[src/rtl/sum_block_engine_if.sv]
// ---------------------------------------------------------------------------
// sum_block_engine_if
//   Bus between the sum_block_engine and a single-port synchronous RAM.
//
//   mem_address      : word address for the current read or write
//   mem_read_enable  : read request; the RAM registers the word on this edge
//   mem_write_enable : write strobe; the RAM stores mem_data_in on this edge
//   mem_data_in      : write data towards the RAM
//   mem_data_out     : read data from the RAM, valid the cycle after a read
//
//   master : the engine side
//   slave  : the RAM side
// ---------------------------------------------------------------------------
interface sum_block_engine_if #(
   parameter int DATA_W = 16,
   parameter int ADDR_W = 5
);
   logic [ADDR_W-1:0] mem_address;
   logic              mem_read_enable;
   logic              mem_write_enable;
   logic [DATA_W-1:0] mem_data_in;
   logic [DATA_W-1:0] mem_data_out;

   modport master (
      output mem_address,
      output mem_read_enable,
      output mem_write_enable,
      output mem_data_in,
      input  mem_data_out
   );

   modport slave (
      input  mem_address,
      input  mem_read_enable,
      input  mem_write_enable,
      input  mem_data_in,
      output mem_data_out
   );
endinterface

[src/rtl/sum_block_engine.sv]
// ---------------------------------------------------------------------------
// sum_block_engine
//   Walks NUM_GROUPS groups of GROUP_LEN consecutive RAM words, writes each
//   group's sum to the word that follows the group, then writes the grand
//   total of all group sums to TOTAL_ADDR. A single-cycle ready pulse marks
//   completion, after which the engine idles until the next reset.
//   All arithmetic wraps modulo 2^DATA_W.
//
//   clk   : system clock, rising edge
//   reset : asynchronous, active-low; low aborts and clears everything
//   ready : high for exactly one cycle after the final write
//   mem   : RAM bus (master side), see sum_block_engine_if
// ---------------------------------------------------------------------------
module sum_block_engine #(
   parameter int DATA_W     = 16,
   parameter int ADDR_W     = 5,
   parameter int GROUP_LEN  = 4,
   parameter int NUM_GROUPS = 5,
   parameter int TOTAL_ADDR = 31
) (
   input  logic                 clk,
   input  logic                 reset,
   output logic                 ready,
   sum_block_engine_if.master   mem
);

   localparam int WORD_W  = (GROUP_LEN  > 1) ? $clog2(GROUP_LEN)  : 1;
   localparam int GROUP_W = (NUM_GROUPS > 1) ? $clog2(NUM_GROUPS) : 1;

   typedef enum logic [2:0] {
      S_IDLE,
      S_RD_REQ,
      S_RD_WAIT,
      S_WR_BLK,
      S_WR_TOT,
      S_FIN,
      S_HALT
   } state_t;

   state_t             state, state_nxt;
   logic [DATA_W-1:0]  group_sum;
   logic [DATA_W-1:0]  total_sum;
   logic [WORD_W-1:0]  word_idx;
   logic [GROUP_W-1:0] group_idx;

   logic               last_word;
   logic               last_group;
   logic [ADDR_W-1:0]  group_base;

   assign last_word  = (word_idx  == WORD_W'(GROUP_LEN - 1));
   assign last_group = (group_idx == GROUP_W'(NUM_GROUPS - 1));
   // Groups sit back to back with one result word each, hence the stride.
   assign group_base = ADDR_W'(int'(group_idx) * (GROUP_LEN + 1));

   // NOTE: sequential state uses non-blocking assignments so every register
   // samples the pre-edge values of its neighbours, independent of order.
   always_ff @(posedge clk or negedge reset) begin
      if (!reset) begin
         state     <= S_IDLE;
         group_sum <= '0;
         total_sum <= '0;
         word_idx  <= '0;
         group_idx <= '0;
      end else begin
         state <= state_nxt;
         case (state)
            S_RD_WAIT: begin
               // Read data is valid only in the cycle after the request.
               group_sum <= group_sum + mem.mem_data_out;
               if (!last_word) word_idx <= word_idx + WORD_W'(1);
            end
            S_WR_BLK: begin
               total_sum <= total_sum + group_sum;
               group_sum <= '0;
               word_idx  <= '0;
               if (!last_group) group_idx <= group_idx + GROUP_W'(1);
            end
            default: ;
         endcase
      end
   end

   // NOTE: every output and the next state get a default before the case, so
   // no path through this block can leave a signal unassigned (no latches).
   always_comb begin
      state_nxt            = state;
      ready                = 1'b0;
      mem.mem_read_enable  = 1'b0;
      mem.mem_write_enable = 1'b0;
      mem.mem_address      = '0;
      mem.mem_data_in      = '0;
      case (state)
         S_IDLE:    state_nxt = S_RD_REQ;
         S_RD_REQ: begin
            mem.mem_read_enable = 1'b1;
            mem.mem_address     = group_base + ADDR_W'(word_idx);
            state_nxt           = S_RD_WAIT;
         end
         S_RD_WAIT: state_nxt = last_word ? S_WR_BLK : S_RD_REQ;
         S_WR_BLK: begin
            mem.mem_write_enable = 1'b1;
            mem.mem_address      = group_base + ADDR_W'(GROUP_LEN);
            mem.mem_data_in      = group_sum;
            state_nxt            = last_group ? S_WR_TOT : S_RD_REQ;
         end
         S_WR_TOT: begin
            mem.mem_write_enable = 1'b1;
            mem.mem_address      = ADDR_W'(TOTAL_ADDR);
            mem.mem_data_in      = total_sum;
            state_nxt            = S_FIN;
         end
         S_FIN: begin
            ready     = 1'b1;
            state_nxt = S_HALT;
         end
         S_HALT:    state_nxt = S_HALT;
         default:   state_nxt = S_IDLE;
      endcase
   end

endmodule

[src/flat_wrapper.sv]
// flat-port wrapper written by rule: the top's interface ports become plain ports
module sum_block_engine_flat 
#(
   parameter int DATA_W     = 16,
   parameter int ADDR_W     = 5,
   parameter int GROUP_LEN  = 4,
   parameter int NUM_GROUPS = 5,
   parameter int TOTAL_ADDR = 31
)
  (clk, reset, ready, mem_mem_address, mem_mem_read_enable, mem_mem_write_enable, mem_mem_data_in, mem_mem_data_out);
  sum_block_engine_if #(.DATA_W(DATA_W), .ADDR_W(ADDR_W)) mem_i ();
  input  logic clk;
  input  logic reset;
  output logic ready;
  output wire logic [$bits(mem_i.mem_address)-1:0] mem_mem_address;
  output wire logic [$bits(mem_i.mem_read_enable)-1:0] mem_mem_read_enable;
  output wire logic [$bits(mem_i.mem_write_enable)-1:0] mem_mem_write_enable;
  output wire logic [$bits(mem_i.mem_data_in)-1:0] mem_mem_data_in;
  input wire logic [$bits(mem_i.mem_data_out)-1:0] mem_mem_data_out;
  assign mem_mem_address = mem_i.mem_address;
  assign mem_mem_read_enable = mem_i.mem_read_enable;
  assign mem_mem_write_enable = mem_i.mem_write_enable;
  assign mem_mem_data_in = mem_i.mem_data_in;
  assign mem_i.mem_data_out = mem_mem_data_out;
  sum_block_engine #(.DATA_W(DATA_W), .ADDR_W(ADDR_W), .GROUP_LEN(GROUP_LEN), .NUM_GROUPS(NUM_GROUPS), .TOTAL_ADDR(TOTAL_ADDR)) u_core (.clk(clk), .reset(reset), .ready(ready), .mem(mem_i));
endmodule
[config.mk]
export PLATFORM = sky130hd
export DESIGN_NAME = sum_block_engine_flat
export DESIGN_NICKNAME = d
export VERILOG_FILES = /design/src/rtl/sum_block_engine_if.sv /design/src/rtl/sum_block_engine.sv /design/src/flat_wrapper.sv
export SDC_FILE = /design/constraint.sdc
export NUM_CORES = 1
export LEC_CHECK = 0
export CAP_MARGIN = 20
export CORE_MARGIN = 2
export CORE_UTILIZATION = 35
export CTS_BUF_LIST = sky130_fd_sc_hd__clkbuf_8
export DETAILED_ROUTE_END_ITERATION = 12
export PLACE_DENSITY = 0.59
export SLEW_MARGIN = 20
export SYNTH_ARGS = -nofsm -noshare
export SYNTH_HDL_FRONTEND = slang
export SYNTH_SLANG_ARGS = --single-unit
[constraint.sdc]
create_clock -name clk -period 2.7 [get_ports clk]
set_input_delay 0.81 -clock clk [delete_from_list [all_inputs] [get_ports clk]]
set_output_delay 0.81 -clock clk [all_outputs]
set_load 0.01 [all_outputs]
---- Word-level counts from Yosys, hierarchy flattened ----
Index checks and enable logic that the tools add are counted.
cells by class
  reductions and logical operators ........ 6
  add/sub/neg operators ................... 6
  $mul .................................... 1
  equal/unequal tests ..................... 9
  muxes and demuxes ....................... 11
  bitwise logic cells ..................... 1
operators by type and width
  cell                 count
  $pmux 16 s2          2
  $add 16x16->16       2
  $pmux 3 s6           1
  $pmux 5 s3           1
  $eq 3x3->1 const B   4
  $eq 3x2->1 const B   2
  $add 5x2->5          1
  $add 5x3->5 const B  1
  $mul 3x3->5 const B  1
  $mux 2               2
  $pmux 2 s2           1
  $reduce_and 2->1     2
  $reduce_or 2->1      2
  $add 3x1->3 const B  1
  $eq 3x1->1 const B   1
  $logic_not 3->1      1
  $mux 1               3
  $mux 3               1
  $add 2x1->2 const B  1
  $eq 2x2->1 const B   1
  $ne 2x2->1 const B   1
  $reduce_bool 2->1    1
  $not 1->1            1
word-level totals
  logic and storage cells ................. 39
  input bits .............................. 18
  output and inout bits ................... 24
  register bits after elaboration ......... 40

---- Longest topological paths before layout ----
  depth after elaboration ................. 3
  gate-level depth with buffers ........... 8
  gate-level depth less buffers ........... 8

---- Worst setup path after synthesis ----
OpenSTA, ideal clock, no wires.
  path kind ............................... input -> register
  start ................................... input mem_mem_data_out[0]
  end ..................................... register u_core.group_sum[14]
  setup slack ............................. -0.043 ns
  library setup time ...................... 0.121 ns
  data required time ...................... 2.579 ns
  stages .................................. 8
  buffers on the path ..................... 0
  data arrival time ....................... 2.622 ns
  cell sequence ........................... ha_1 -> fa_1 -> a211oi_1 -> nor4_1 -> or3_4 -> a41oi_2 -> xnor2_1 -> a22o_1
between the ends
  word-level cells in the longest chain between the ends .. 2
ends and longest elaborated chain
  what                    RTL line                text
  start: declaration      flat_wrapper.sv:19      input wire logic [$bits(mem_i.mem_data_out)-1:0] mem_mem_data_out;
  $add 16x16->16          sum_block_engine.sv:69  group_sum <= group_sum + mem.mem_data_out;
  $pmux 16 s2             sum_block_engine.sv:66  case (state)
  end signal: assignment  sum_block_engine.sv:69
  end: declaration        sum_block_engine.sv:41  logic [DATA_W-1:0] group_sum;
No other way between the ends.
A chain may end at the register's enable or synchronous reset.

---- Worst setup path after layout ----
  start ................................... register u_core.group_idx[0]
  end ..................................... output mem_mem_address[4]
between the ends
  word-level cells in the longest chain between the ends .. 3
  elaborated cells between the ends (all ways) .. 4
  those cells by class .................... 2 x add/sub; 1 x mul; 1 x mux
ends and longest elaborated chain
  what                                               RTL line                                         text
  start: declaration                                 sum_block_engine.sv:44                           logic [GROUP_W-1:0] group_idx;
  start signal: assignment                           sum_block_engine.sv:76                           if (!last_group) group_idx <= group_idx + GROUP_W'(1);
  $mul 3x3->5 *                                      sum_block_engine.sv:53                           assign group_base = ADDR_W'(int'(group_idx) * (GROUP_LEN + 1));
  $add 5x3->5 / $add 5x2->5 (equally long branches)  sum_block_engine.sv:102, sum_block_engine.sv:96
  $pmux 5 s3 *                                       sum_block_engine.sv:92                           case (state)
  end: declaration                                   flat_wrapper.sv:15                               output wire logic [$bits(mem_i.mem_address)-1:0] mem_mem_address;
Mark *: on every way between the ends. The rest lies on a longest branch, timed or not.

==> insert_results.sql <==
INSERT INTO impl_metrics (metric_group, metric, value, unit) VALUES
('outcome', 'outcome', 'complete, but fails checks', ''),
('outcome', 'violated_checks', 'negative setup slack', ''),
('sta', 'relSlewSlack', '0.6981', ''),
('setup_path', 'crit_path_start_kind', 'flop', ''),
('logic_synthesis', 'synthesized_flop_and_latch_total', '40', ''),
('setup_path', 'largest_incremental_delay_on_the_critical_path', '390', 'ps'),
('route', 'viasPerCell', '5.314', ''),
('sta', 'clock_skew', '8.482', 'ps'),
('sta', 'rsz_0062_raised_after_global_routing', 'true', ''),
('place', 'placed_inst_area', '0.004489', 'mm^2'),
('floorplan', 'horizontal_die_dimension', '104.7', 'um'),
('route', 'drt_first_iter_violations', '123', ''),
('logic_synthesis', 'yosysSeqAreaShare', '0.2819', ''),
('logic_synthesis', 'synthesis.area', '0.003551', 'mm^2'),
('layout', 'most-common-layout-cells', '61 x buf_4, 48 x nand2_1, 37 x dfrtp_1', ''),
('sta', 'final_critical_path_setup_slack', '-68.08', 'ps'),
('logic_synthesis', 'synth.distinct_cells', '55', ''),
('setup_path', 'timing.critical_path.arrival', '1960', 'ps'),
('route', 'detail_route.first_pass.iterations', '4', ''),
('layout', 'synthToLayoutAreaGrowth', '35.10', '%'),
('pwr', 'max-vdd-ir-drop', '209.1', 'uV'),
('place', 'dpl_worst_slack', '-570.9', 'ps'),
('setup_path', 'worst-path-max-fanout', '3', ''),
('layout', 'nets', '571', ''),
('logic_synthesis', 'postSynth.asyncResetShare', '1.000', ''),
('setup_path', 'slowest_stage', 'dfrtp_1', ''),
('floorplan', 'fp.dieArea', '0.01097', 'mm^2'),
('global_route', 'grt_pass1_wl', '15.79', 'mm'),
('setup_path', 'critical_path_required', '1890', 'ps'),
('setup_path', 'sequence_of_cells_on_the_critical_path', 'ha_2 > inv_2 > fa_2 > inv_2 > o21ai_2 > mux2_4 > o22ai_2 > buf_2', ''),
('sta', 'worst_slew_pin_slew', '451.7', 'ps'),
('layout', 'layout.filler_cells', '964', ''),
('clock_tree', 'h-tree-depth', '2', ''),
('sta', 'maxSlewViolCount', '0', ''),
('pwr', 'power.total', '1.974', 'mW'),
('sta', 'final_hold_viol_count', '0', ''),
('place', 'dp_hpwl', '7.437', 'mm'),
('place', 'placement.io_buffers', '41', ''),
('layout', 'sequential_cell_area', '0.001005', 'mm^2'),
('floorplan', 'die-height', '104.7', 'um'),
('route', 'detail_route.wl_per_cell', '14.69', 'um'),
('floorplan', 'rows', '36', ''),
('clock_tree', 'clock_sink_count', '40', ''),
('sta', 'fmaxAchievable', '361.3', 'MHz'),
('clock_tree', 'tritoncts.num_buffers', '5', ''),
('route', 'routed_wl', '9.489', 'mm'),
('global_route', 'grt_pass1_vias', '3333', ''),
('sta', 'final.period_utilization', '1.025', ''),
('sta', 'timing.final.setup_violations', '3', ''),
('logic_synthesis', 'synth_top_flop_cell', 'dfrtp_1', ''),
('global_route', 'antenna_found_initial', '0', ''),
('setup_path', 'setup_crit_path_kind', 'reg2out', ''),
('min_path', 'min-delay-path-class', 'in2async', ''),
('layout', 'post-route-cell-area', '0.004797', 'mm^2'),
('logic_synthesis', 'syn_area_per_cell', '8.556', 'um^2'),
('place', 'place.detailed.instances', '629', ''),
('place', 'gp_congestion', '0.9033', ''),
('sta', 'setup_tns', '-93.36', 'ps'),
('clock_tree', 'cts.root.buffer_cell', 'clkbuf_8', ''),
('global_route', 'grt_overflow_total', '0', ''),
('global_route', 'largest_net_degree_at_the_start_of_global_routing', '21', ''),
('floorplan', 'top_level_ports', '42', ''),
('floorplan', 'core_area', '0.009819', 'mm^2'),
('logic_synthesis', 'yosysWarningCount', '0', ''),
('layout', 'multi_input_area', '0.002547', 'mm^2'),
('clock_tree', 'holdBufCountCts', '0', ''),
('pwr', 'total_leakage_power', '2.300', 'nW'),
('route', 'drc', '0', ''),
('setup_path', 'worstSetupEndpointType', 'primary output', ''),
('clock_tree', 'cts_tree', 'built', ''),
('clock_tree', 'cts.clk_slew.worst_paths', '80', 'ps');
power by group:
part           switching, mW  internal (mW)
registers              0.101          0.714
clock network          0.212          0.326
logic                  0.349          0.272
total                  0.662           1.31
logic make-up (layout without fill, tap and decap cells):
logic type                 count (synthesis)  count (layout)  share of synthesized area
AOI/OAI and AO/OA                        152             152                     0.2960
xor gates and xnor gates                  25              25                    0.06166
DFF                                       40              40                     0.2819
and+or+nand+nor                          117             117                     0.1543
muxes                                      6               6                    0.01762
buffers and inverters                     34             132                    0.03770
adders and majority gates                 41              41                     0.1508
synthesized netlist by cell type (8+ instances only):
cell type  instances  share of area
ha_1              38           0.13
a21oi_1           31          0.044
nand2_1           48          0.051
a21o_1            15          0.032
dfrtp_1           40           0.28
xnor2_1           18          0.044
a22o_1            26          0.064
inv_1             18          0.019
nor2_1            25          0.026
o21ai_0           31          0.044
clkbuf_1          13          0.014
nor3_1             8          0.011
what timing repair did:
action | CTS | global route
buffers inserted | 5 | 4
endpoints found under the setup margin | 26 | 20
hold endpoints to repair | 0 | 0
pin swaps | 9 | 9
gates cloned | 0 | 0
gates resized for setup | 44 | 13
path summary, 6_finish.rpt:
check                               startpoint              endpoint  slack (ps)  cells past startpoint
max                        u_core.group_idx[0]    mem_mem_address[4]         -70                      8
min                                      reset   u_core.group_idx[0]         450                      1
max reg2reg                u_core.total_sum[0]  u_core.total_sum[14]         230                      9
min reg2reg                u_core.total_sum[0]   u_core.total_sum[0]         520                      2
max in group asynchronous                reset  u_core.group_sum[10]        1710                      2
min in group clk           u_core.total_sum[0]   u_core.total_sum[0]         520                      2
sequential cells by signal, indices dropped and copies added (netlist names):
name	cells
u_core.group_idx	3
u_core.total_sum	16
u_core.state	3
u_core.word_idx	2
u_core.group_sum	16
per-layer routing:
metal  GRT usage  up-vias  wire length, um
met4     0.03143        0               89
li1            -     1742                -
met1      0.2301     1609             4443
met2      0.3047       76             4572
met5           0        -                0
met3     0.02308        6              384
per-stage QoR:
| step | hold WS [ps] | utilization |
|---|---|---|
| CTS | 459.8 | 0.4782 |
| global route | 475.2 | 0.4885 |
| finish | 450.1 | 0.4885 |
| detailed placement | 496.3 | 0.4572 |
| global placement | 491.6 | 0.4572 |
| floorplan | 475.2 | - |
worst max-delay path, delay by kind of cell (launching register included):
kind	cells	cell delay, ps
compound gates	2	180
fa+ha+maj	2	570
buf+inv	3	270
flops	1	390
mux	1	260
layout make-up:
class / instances / area share
Clock buffer: 7 / 0.02008
Clock inverter: 1 / 0.006260
Inverter: 18 / 0.01408
Multi-Input combinational cell: 341 / 0.5310
Sequential cell: 40 / 0.2094
Tap cell: 133 / 0.03469
Timing Repair Buffer: 106 / 0.1844
Note: power is estimated with default switching activity, not from simulation.
==> patch 1 (same flow settings) <==
`ADDR_W` is set to 5 in 3 places; all go to 3.
--- a/src/rtl/sum_block_engine_if.sv
+++ b/src/rtl/sum_block_engine_if.sv
@@ -13,7 +13,7 @@
 // ---------------------------------------------------------------------------
 interface sum_block_engine_if #(
    parameter int DATA_W = 16,
-   parameter int ADDR_W = 5
+   parameter int ADDR_W = 3
 );
    logic [ADDR_W-1:0] mem_address;
    logic              mem_read_enable;
--- a/src/rtl/sum_block_engine.sv
+++ b/src/rtl/sum_block_engine.sv
@@ -13,7 +13,7 @@
 // ---------------------------------------------------------------------------
 module sum_block_engine #(
    parameter int DATA_W     = 16,
-   parameter int ADDR_W     = 5,
+   parameter int ADDR_W     = 3,
    parameter int GROUP_LEN  = 4,
    parameter int NUM_GROUPS = 5,
    parameter int TOTAL_ADDR = 31
--- a/src/flat_wrapper.sv
+++ b/src/flat_wrapper.sv
@@ -2,7 +2,7 @@
 module sum_block_engine_flat 
 #(
    parameter int DATA_W     = 16,
-   parameter int ADDR_W     = 5,
+   parameter int ADDR_W     = 3,
    parameter int GROUP_LEN  = 4,
    parameter int NUM_GROUPS = 5,
    parameter int TOTAL_ADDR = 31
Ports: changed (resized mem_mem_address); port bits go from 42 to 40. The function was not compared with the original's and may differ.
==> patch 1 against the unedited design <==
- die area is 7.0% lower
- clock power decreased by 18%
- synthesized cell count fell by 7.5%
- sequential cell count is the same
- synthesized area decreased by 7.2%
- cell area is 7.3% lower
- wire length decreased by 7.2%
- setup slack better by 0.12 ns
- total power shrank 6.6%
- critical path type is now in2reg
- largest power group unchanged
==> patch 1: results (changes against the unedited design) <==
Parameter                              Value

Critical path
  Source of the critical timing path    mem_mem_data_out[12]
  Worst endpoint data arrival time    2.86 ns (+0.90 ns)

Detailed routing
  Detailed-routing wirelength on met1    4280 um (-3.6%)
  Metal3 WL    288 um (-25%)
  Via count normalized by instance count    5.35 (+0.68%)
  Starting DRC count in detailed routing    172 (+40%)
  Amount of wire on met2 after detailed routing    4060 um (-11%)
  Number of vias in the routed layout    3130 (-8.8%)
  Routed Wire Length    8810 um (-7.2%)

Finish
  Signal buf overhead    0.193 (+0.00823)
  Total number of multi-input combinational cells    318 (-6.7%)
  Final-layout fill cell count    873 (-9.4%)
  Area of the multi-input gates    2310 um2 (-9.4%)
  Share of cells above drive strength 1    0.196 (-0.0260)
  Fraction of area in registers    0.226 (+0.0161)
  Clock distribution area overhead in the final layout    0.0219 (-0.00441)
  Layout Nets    528 (-7.5%)
  Clk_buf instances    6 (-1)
  FF/Latch Area    1000 um2 (-0.12%)
  Non-clock buffer count in the final layout    96 (-9.4%)

Synthesis
  Count of unique library cells instantiated by Yosys    50 (-9.1%)
  Largest cells by area after synthesis    dfrtp_1 30%, ha_1 13%, a22o_1 6.9%
  Number of nets in the synthesized netlist    439 (-7.4%)
  Most numerous cell types in the synthesized netlist    51 x nand2_1, 40 x dfrtp_1, 38 x o21ai_0, 37 x a21oi_1, 34 x ha_1
  Post-Syn Instances    384 (-7.5%)
  Sequential area share after synthesis    0.304 (+0.0219)

Place
  Count of input and output buffers    39 (-4.9%)
  Post-placement setup slack    -0.522 ns (+0.0486 ns)
  Area post-placement    4100 um2 (-8.6%)
  Placed wire-length estimate after detailed placement    6470 um (-13%)
  Number of cells in the design after placement    563 (-10%)

Timing
  Setup skew after layout    0.0119 ns (+0.00346 ns)
  Max transition margin    0.493 (-0.205)

Global route
  Overall fraction of global-route tracks in use    0.177 (+0.00360)
  Global-route track usage on met2    0.302 (-0.00268)
  Global routing met1 resource utilization    0.231 (+0.000692)
  Met3 track demand over resource in global routing    0.0298 (+0.00674)
  First-pass GRT wire length    14400 um (-9.1%)
  Pin count of the biggest net entering global routing    32 (+52%)

Power and ir drop
  Largest vdd supply drop    0.000196 V (-6.4%)
  NetSw    666 uW (+0.56%)
  Leakage    0.00227 uW (-1.3%)

CTS
  H-tree level count    2 (unchanged)

Run status
  Result of the run    complete, no violations

Floorplan
  Tapcells    111 (-17%)
patch 1: changes by cell type after synthesis, moves of 4 or more:
cell     before  now
ha_1         38   34
nand4_1       7    2
mux2i_1       4    0
a21o_1       15    9
o21ai_0      31   38
nor2_1       25   21
inv_1        18   12
a21oi_1      31   37
patch 1: cells by family (layout without fill, tap and decap cells):
| group | after synthesis | after routing | synth area share |
|---|---|---|---|
| adders and majority gates | 37 | 37 | 0.147 |
| DFF | 40 | 40 | 0.304 |
| AOI/OAI and AO/OA | 154 | 154 | 0.315 |
| buffers and inverters | 26 | 116 | 0.0296 |
| muxes | 1 | 1 | 0.00342 |
| and+or+nand+nor | 105 | 105 | 0.145 |
| xor gates and xnor gates | 21 | 21 | 0.0558 |
patch 1: power by group through the flow:
stage	Clock (uW)	Sequential, uW	Combinational, uW
after CTS	457	815	586
after floorplan	0	801	443
final	441	815	589
after detailed placement	0	826	582
after global placement	0	823	570
after global routing	482	832	679
patch 1: repair_timing:
item	CTS	global route
pin swaps	10	6
setup buffers	5	8
hold buffers	0	0
endpoints found under the hold margin	0	0
setup endpoints to repair	25	19
gates resized for setup	20	29
gates cloned	0	1
patch 1: worst max-delay path: stages:
cell and delay (ns):
clkdlybuf4s50_1 0.41, ha_1 0.30, a21oi_2 0.18, o21ai_0 0.12, or2_2 0.28, o21a_1 0.19, or4b_1 0.47, o2111ai_1 0.11
patch 1: final timing paths:
kind                                        end  slack (ns)  cells after the start
max                        u_core.group_sum[15]        0.05                      8
min                         u_core.group_sum[5]        0.52                      1
max reg2reg                u_core.total_sum[14]        0.22                      8
min reg2reg                 u_core.total_sum[6]        0.52                      2
max in group asynchronous       u_core.state[2]        1.59                      2
min in group clk            u_core.total_sum[6]        0.52                      2
==> patch 2 (config.mk and constraints unchanged) <==
Without the edit above. Encoding of `state_t`: now one-hot (7 bits for 7 states).
--- a/src/rtl/sum_block_engine.sv
+++ b/src/rtl/sum_block_engine.sv
@@ -27,14 +27,14 @@
    localparam int WORD_W  = (GROUP_LEN  > 1) ? $clog2(GROUP_LEN)  : 1;
    localparam int GROUP_W = (NUM_GROUPS > 1) ? $clog2(NUM_GROUPS) : 1;
 
-   typedef enum logic [2:0] {
-      S_IDLE,
-      S_RD_REQ,
-      S_RD_WAIT,
-      S_WR_BLK,
-      S_WR_TOT,
-      S_FIN,
-      S_HALT
+   typedef enum logic [6:0] {
+      S_IDLE    = 7'b0000001,
+      S_RD_REQ  = 7'b0000010,
+      S_RD_WAIT = 7'b0000100,
+      S_WR_BLK  = 7'b0001000,
+      S_WR_TOT  = 7'b0010000,
+      S_FIN     = 7'b0100000,
+      S_HALT    = 7'b1000000
    } state_t;
 
    state_t             state, state_nxt;
Formal check against the unedited RTL: no difference found for any inputs over 10 cycles, from zero or initial values and one cycle with reset low; not proved beyond that.
==> patch 2 against the unedited design <==
- the flow still finishes with violations (setup timing)
- utilization rose by 1.3 points
- setup slack got worse by 0.32 ns
- cell area fell by 2.5%
- count of clock-buffer cells in the layout fell by 2
- wire length fell by 12%
- global-route usage fell by 0.75 points
- total power fell by 3.7%
- sequential cell count rose by 4
- synthesized area fell by 4.8%
- sequential share of layout area rose by 2.6 points
==> patch 2: results (changes against the unedited design) <==
Parameter                              Value

Timing
  Final setup vio count    23 (+20)
  Setup skew after layout    0.00899 ns (+0.000505 ns)
  Slack of the critical path    -0.389 ns (-0.321 ns)
  Min Hold Slack    0.467 ns (+0.0173 ns)

Finish
  Clock distribution area overhead in the final layout    0.0238 (-0.00254)
  Non-clock inverter instance count of the final layout    14 (-4)
  Fraction of standard cell area in multi-input logic    0.501 (-0.0301)
  Layout Nets    532 (-6.8%)

Critical path
  Master of the slowest instance on the critical path    clkdlybuf4s50_1
  Largest stage delay, worst path    0.53 ns (+0.14 ns)
  Reg2Reg Capture Point    u_core.total_sum[15]
  CP max FO    6 (+3)
  Reg2reg setup slack    0.13 ns (-0.10 ns)
  Worst setup endpoint    mem_mem_read_enable

Synthesis
  Compound-Gate Fraction of Synth Area    0.265 (-0.0311)
  Sequential area share after synthesis    0.326 (+0.0440)
  Share of the synthesized netlist area taken by xor and xnor gates    0.0829 (+0.0212)
  Most numerous cell types in the synthesized netlist    43 x dfrtp_1, 43 x nand2_1, 38 x ha_1, 30 x a22o_1, 27 x a21oi_1
  Register bit total from synthesis    44 (+10%)

CTS
  Gates resized, CTS repair    118 (+170%)
  Number of setup buffers added after CTS    8 (+3)

Detailed routing
  Starting DRC count in detailed routing    139 (+13%)
  Via count normalized by instance count    5.16 (-2.9%)

Place
  Placed wire-length estimate after detailed placement    6400 um (-14%)

Global route
  Via count of the first global-routing pass    2960 (-11%)
  Met3 track demand over resource in global routing    0.0198 (-0.00325)
  Global-route track usage on met2    0.284 (-0.0203)

Run status
  Result of the run    finished, violations left
  Failing checks    setup timing

Power and ir drop
  Leakage    0.00238 uW (+3.4%)
  Largest vdd supply drop    0.000244 V (+17%)
patch 2: cell count changes after synthesis, sizes merged, moves of 5 or more:
| cell | change |
|---|---|
| nand4 | -6 |
| o21a | -5 |
| nor3 | -5 |
| nand2 | -5 |
| xor2 | +10 |
| clkbuf | -11 |
| nor2 | -10 |
| buf | +6 |
| a31oi | +6 |
patch 2: power by group through the flow:
stage / combinational (uW) / clock (uW) / sequential, uW
2_1_floorplan: 381 / 0 / 875
3_3_place_gp: 493 / 0 / 891
3_5_place_dp: 505 / 0 / 897
4_1_cts: 510 / 514 / 886
5_1_grt: 591 / 545 / 907
6_report: 517 / 498 / 887
patch 2: per-stage QoR:
stage | worst slack, ns | std cells | TNS, ns | instance area (um2)
after floorplan | -0.0548 | 366 | -0.166 | 3430
after global placement | -0.661 | 582 | -13.87 | 4390
after detailed placement | -0.672 | 582 | -15.06 | 4390
after CTS | -0.411 | 600 | -8.34 | 4560
after global routing | -0.479 | 603 | -9.40 | 4680
final | -0.389 | 603 | -7.49 | 4680
